<file path="src/rtl/midi_ctrl.sv">
// Four-button MIDI controller: debounces buttons and sends Note On/Off messages
// as 31250-baud 8N1 serial frames on midi_tx.
module midi_ctrl #(
    parameter int unsigned BAUD_CNT_HALF = 800,
    parameter int unsigned DEBOUNCE_CNT  = BAUD_CNT_HALF * 64
) (
    input  logic rst,
    input  logic clk,
    input  logic btn1,
    input  logic btn2,
    input  logic btn3,
    input  logic btn4,
    output logic led1,
    output logic led2,
    output logic midi_tx
);

    localparam int unsigned BAUD_TOP = 2 * BAUD_CNT_HALF - 1;
    localparam int unsigned BW       = (BAUD_TOP > 0) ? $clog2(BAUD_TOP + 1) : 1;
    localparam int unsigned DW       = $clog2(DEBOUNCE_CNT + 1);
    localparam logic [3:0]  BIT_STOP = 4'd9;
    localparam logic [1:0]  BYTE_END = 2'd2;

    typedef enum logic [0:0] {
        StIdle,
        StSend
    } state_e;

    // ------------------------------------------------------------------
    // Input conditioning
    // ------------------------------------------------------------------
    logic [3:0]    btn_raw;
    logic [3:0]    sync1_q;
    logic [3:0]    sync2_q;
    logic [3:0]    deb_q;
    logic [DW-1:0] deb_cnt_q [4];

    assign btn_raw = {btn4, btn3, btn2, btn1};

    always_ff @(posedge clk or posedge rst) begin
        if (rst) begin
            sync1_q <= '0;
            sync2_q <= '0;
            deb_q   <= '0;
            for (int i = 0; i < 4; i++) begin
                deb_cnt_q[i] <= '0;
            end
        end else begin
            sync1_q <= btn_raw;
            sync2_q <= sync1_q;
            for (int i = 0; i < 4; i++) begin
                if (sync2_q[i] == deb_q[i]) begin
                    deb_cnt_q[i] <= '0;
                end else if (deb_cnt_q[i] == DW'(DEBOUNCE_CNT - 1)) begin
                    deb_q[i]     <= sync2_q[i];
                    deb_cnt_q[i] <= '0;
                end else begin
                    deb_cnt_q[i] <= deb_cnt_q[i] + 1'b1;
                end
            end
        end
    end

    // ------------------------------------------------------------------
    // Event arbitration: lowest-index button whose state is unreported
    // ------------------------------------------------------------------
    logic [3:0] rep_q;
    logic       evt_valid;
    logic [1:0] evt_idx;
    logic       evt_level;

    always_comb begin
        evt_valid = 1'b0;
        evt_idx   = 2'd0;
        for (int i = 3; i >= 0; i--) begin
            if (deb_q[i] != rep_q[i]) begin
                evt_valid = 1'b1;
                evt_idx   = 2'(i);
            end
        end
    end

    assign evt_level = deb_q[evt_idx];

    // ------------------------------------------------------------------
    // Serial transmitter
    // ------------------------------------------------------------------
    state_e        state_q;
    logic [BW-1:0] baud_q;
    logic [3:0]    bit_q;
    logic [1:0]    byte_q;
    logic [23:0]   msg_q;
    logic [7:0]    cur_byte;
    logic          next_bit;

    always_comb begin
        cur_byte = msg_q[7:0];
        unique case (byte_q)
            2'd0:    cur_byte = msg_q[23:16];
            2'd1:    cur_byte = msg_q[15:8];
            default: cur_byte = msg_q[7:0];
        endcase
    end

    // bit_q is the bit on the wire (0 start, 1..8 data, 9 stop); next_bit follows it
    assign next_bit = (bit_q < 4'd8) ? cur_byte[bit_q[2:0]] : 1'b1;

    always_ff @(posedge clk or posedge rst) begin
        if (rst) begin
            state_q <= StIdle;
            baud_q  <= '0;
            bit_q   <= '0;
            byte_q  <= '0;
            msg_q   <= '0;
            rep_q   <= '0;
            midi_tx <= 1'b1;
            led1    <= 1'b0;
            led2    <= 1'b0;
        end else begin
            unique case (state_q)
                StIdle: begin
                    if (evt_valid) begin
                        msg_q          <= {evt_level ? 8'h90 : 8'h80,
                                           8'h3C + {6'd0, evt_idx},
                                           evt_level ? 8'h7F : 8'h00};
                        rep_q[evt_idx] <= evt_level;
                        baud_q         <= '0;
                        bit_q          <= '0;
                        byte_q         <= '0;
                        midi_tx        <= 1'b0;
                        led1           <= 1'b1;
                        state_q        <= StSend;
                    end
                end
                StSend: begin
                    if (baud_q == BW'(BAUD_TOP)) begin
                        baud_q <= '0;
                        if (bit_q == BIT_STOP) begin
                            bit_q <= '0;
                            if (byte_q == BYTE_END) begin
                                midi_tx <= 1'b1;
                                led1    <= 1'b0;
                                led2    <= ~led2;
                                state_q <= StIdle;
                            end else begin
                                byte_q  <= byte_q + 1'b1;
                                midi_tx <= 1'b0;
                            end
                        end else begin
                            bit_q   <= bit_q + 1'b1;
                            midi_tx <= next_bit;
                        end
                    end else begin
                        baud_q <= baud_q + 1'b1;
                    end
                end
                default: state_q <= StIdle;
            endcase
        end
    end

endmodule

</file>
<file path="config.mk">
export PLATFORM = sky130hd
export DESIGN_NAME = midi_ctrl
export DESIGN_NICKNAME = d
export VERILOG_FILES = /design/src/rtl/midi_ctrl.sv
export SDC_FILE = /design/constraint.sdc
export NUM_CORES = 1
export LEC_CHECK = 0
export BUFFER_PORTS_ARGS = -buffer_cell sky130_fd_sc_hd__buf_2
export CORE_ASPECT_RATIO = 1.2
export CORE_MARGIN = 3
export CORE_UTILIZATION = 63
export DETAILED_ROUTE_END_ITERATION = 16
export PLACE_DENSITY_LB_ADDON = 0.05
export SYNTH_ARGS = -nofsm -noshare
export SYNTH_HDL_FRONTEND = slang
export SYNTH_SLANG_ARGS = --single-unit
</file>
<file path="constraint.sdc">
create_clock -name clk -period 3.5 [get_ports clk]
set_input_delay 0.175 -clock clk [delete_from_list [all_inputs] [get_ports clk]]
set_output_delay 0.175 -clock clk [all_outputs]
set_load 0.005 [all_outputs]
</file>
==> flow_metrics.tcl <==
set metrics [dict create \
    outcome "finished clean" \
    synthCells 514 \
    io_pins 9 \
    finalSetupViolations 0 \
    dr.pass1.iters 4 \
    overflow 0 \
    die_h_um 106 \
    grt_use_total_pct 21.1 \
    dp_hpwl_um 6070 \
    critical_path_peak_fanout 16 \
    finalClockSkew_ns 0.00985 \
    nNetsFinal 539 \
    ir_drop_v 0.000206 \
    finalMaxSlewViolations 0 \
    synth_mux_area_share_pct 1.44 \
    seq_power_share_pct 59.2 \
    tritoncts "built" \
    synth_cell_types 63 \
    syn_area_per_cell_sq_um 10.1 \
    grt_antenna_before_repair 0 \
    wl_per_cell_um 14.7 \
    timing.final.crit_share_pct 62.2 \
    layout_min_cycle_time_ns 2.18 \
    critPathLaunchType "flop" \
    synth_top_area_cell "dfrtp_1" \
    syn_to_final_growth_pct 6.77 \
    worst_ep_required_time_ns 3.70 \
    synth-xor-area-share_pct 9.70 \
    rsz0062_at_grt "no" \
    coreArea_sq_um 7840 \
    syn_nets 530 \
    synth.most_common_cell "dfrtp_1" \
    cpMaxStageDelayCell "o21ai_1" \
    grt_pass1_wl_um 16100 \
    swShare_pct 21.8 \
    fp-row-count 35 \
    clkLatencyLatePin_ns 0.36 \
    syn_area_sq_um 5210 \
    reg2reg_setup_slack_ns 1.32 \
    synth-adder-area-share_pct 2.79 \
    min_path_type "input pin to async pin" \
    drc 0 \
    stdcell_area_sq_um 5560 \
    cpPeakStageDelay_ns 0.83 \
    grt_max_degree 81 \
    initialDrtViolationCount 224 \
    ys.flop_type "dfrtp_1" \
    p_leak_nw 2.36 \
    root_buffer "clkbuf_8" \
    hold_viol_final 0 \
    post-route-util_pct 70.9 \
    fmax_mhz 460 \
    p_per_area_nw_per_um2 377 \
    ys_seq_area_share_pct 50.5 \
    drv_cap 0 \
    clkTransAtPathRegs_ns 0.09 \
    synthTopCellsByArea "dfrtp_1 50%, xor2_1 5.9%, nor2_1 4.8%, xnor2_1 3.2%, nand4_1 3.0%" \
    critPathKind "flop to flop" \
    cts.sinks 105 \
    ys_seq_elements 105 \
    cts_made_buffers 9 \
    slew-limit-headroom_pct 27.9 \
    drive_gt1_share_pct 8.71 \
    post_cts_buffers 0 \
    pwr-share-clk_pct 37.7 \
    synth_top_family_by_area "simple AND/OR/NAND/NOR gates" \
    ys_warn_count 0 \
    fin_setup_tns_ns 0 \
    post_dp_cell_area_sq_um 5310 \
    yosys.area.top_type_share_pct 50.0 \
    arrival_ns 2.37 \
    p_comb_share_pct 3.1 \
    routed_wl_um 9110 \
    synthTopCellsByCount "104 x dfrtp_1, 66 x nor2_1, 35 x xor2_1, 33 x nand2_1, 25 x nand4_1" \
    synth-edff-count 0 \
    yosys.area_share.simple_pct 22.3 \
    synth_compound_area_share_pct 10.4 \
    die_area_sq_um 9400 \
    setup_slack_ns 1.32 \
    htree_levels 3 \
    gp_congestion 0.837 \
    crit_buf_inv 0 \
    dr_total_vias 3748 \
    route.detailed.vias_per_inst 6.05 \
    tightest_slew_ns 1.07 \
    switchingPower_mw 0.456 \
    antenna_cells 0 \
    cpLargestDelayFamily "compound AO/OA/AOI/OAI gates" \
    intPower_mw 1.64 \
    die_width_um 89.0 \
    post-place-ws_ns 1.33 \
    async_flop_share_pct 100 \
    port_buffers 8 \
    clock_path_buffers 2 \
    grt_pass1_vias 3687 \
    path_cells "ha_1 > and4_1 > nand2_1 > o21ai_1 > nor2_1" \
    end_kind "flop" \
    start_util_pct 66.4 \
    nFillCells 569 \
    ant_nets 0 \
]
cells in the final DEF, fill, tap and decap left out, types with 9 or more instances in the layout:
cell      Yosys  final
dfrtp_1     104    104
nor2_1       66     66
xor2_1       35     35
nand2_1      33     33
nand4_1      25     25
nand3_1      23     23
inv_1        22     21
a21oi_1      20     20
xnor2_1      19     19
o21ai_0      15     15
clkbuf_8      0     12
and3_1       10     10
o31ai_1      10     10
ha_1         10     10
nor3_1        9      9
stage by stage:
step	total power [mW]	instances	hold WS, ns
2_1_floorplan	1.31	514	0.206
3_3_place_gp	1.33	600	0.283
3_5_place_dp	1.33	600	0.285
4_1_cts	2.11	620	0.0696
5_1_grt	2.18	620	0.118
6_report	2.10	620	0.0283
state kept, by name, indices dropped and copies added (netlist names):
signal / count
led2: 1
deb_q: 4
deb_cnt_q: 64
baud_q: 11
sync2_q: 4
midi_tx: 1
bit_q: 4
byte_q: 2
sync1_q: 4
msg_q: 4
led1: 1
rep_q: 4
state_q: 1
final timing paths:
path | to | from | depth (start not counted)
worst max register to register | deb_cnt_q[35]$_DFF_PP0_ | deb_cnt_q[32]$_DFF_PP0_ | 5
worst min register to register | sync2_q[2]$_DFF_PP0_ | sync1_q[2]$_DFF_PP0_ | 0
max in group asynchronous | deb_cnt_q[62]$_DFF_PP0_ | rst | 3
worst min-delay path | baud_q[0]$_DFFE_PP0P_ | rst | 2
worst max-delay path | deb_cnt_q[35]$_DFF_PP0_ | deb_cnt_q[32]$_DFF_PP0_ | 5
min in group clk | sync2_q[2]$_DFF_PP0_ | sync1_q[2]$_DFF_PP0_ | 0
per-layer routing:
layer  routed length (um)  share of wire, %  up-vias  GRT usage, %
met5                    0                 0        -             0
met4                  142               1.6        0          6.49
met1                 4140                45     1832          28.2
met2                 4590                50       53          34.8
li1                     -                 -     1849             -
met3                  231               2.5       14          3.75
power groups by stage:
stage | logic (mW) | registers (mW) | clock network, mW
finish | 0.0658 | 1.24 | 0.790
global route | 0.0785 | 1.24 | 0.857
CTS | 0.0688 | 1.24 | 0.805
detailed placement | 0.0651 | 1.26 | 0
global placement | 0.0636 | 1.26 | 0
floorplan | 0.0501 | 1.26 | 0
cell type report:
type	instances	area [sq um]	area share [%]
Clock inverter	3	46.3	0.832
Sequential cell	105	2630	47.3
Timing Repair Buffer	13	87.6	1.57
Tap cell	92	115	2.07
Inverter	23	88.8	1.60
Clock buffer	13	169	3.04
Multi-Input combinational cell	371	2430	43.6
timing repair:
action                                 4_1_cts  5_1_grt
hold buffers                                 4        0
endpoints found under the hold margin        4        0
resized for setup                            0        0
kinds of logic (layout without fill, tap and decap cells):
| family | Yosys count | count (layout) |
|---|---|---|
| xor gates and xnor gates | 56 | 56 |
| adders and majority gates | 12 | 12 |
| DFF | 105 | 105 |
| muxes | 7 | 7 |
| AOI/OAI and AO/OA | 77 | 77 |
| buffers and inverters | 38 | 52 |
| and+or+nand+nor | 219 | 219 |
Power figures use the tool's default switching activity.
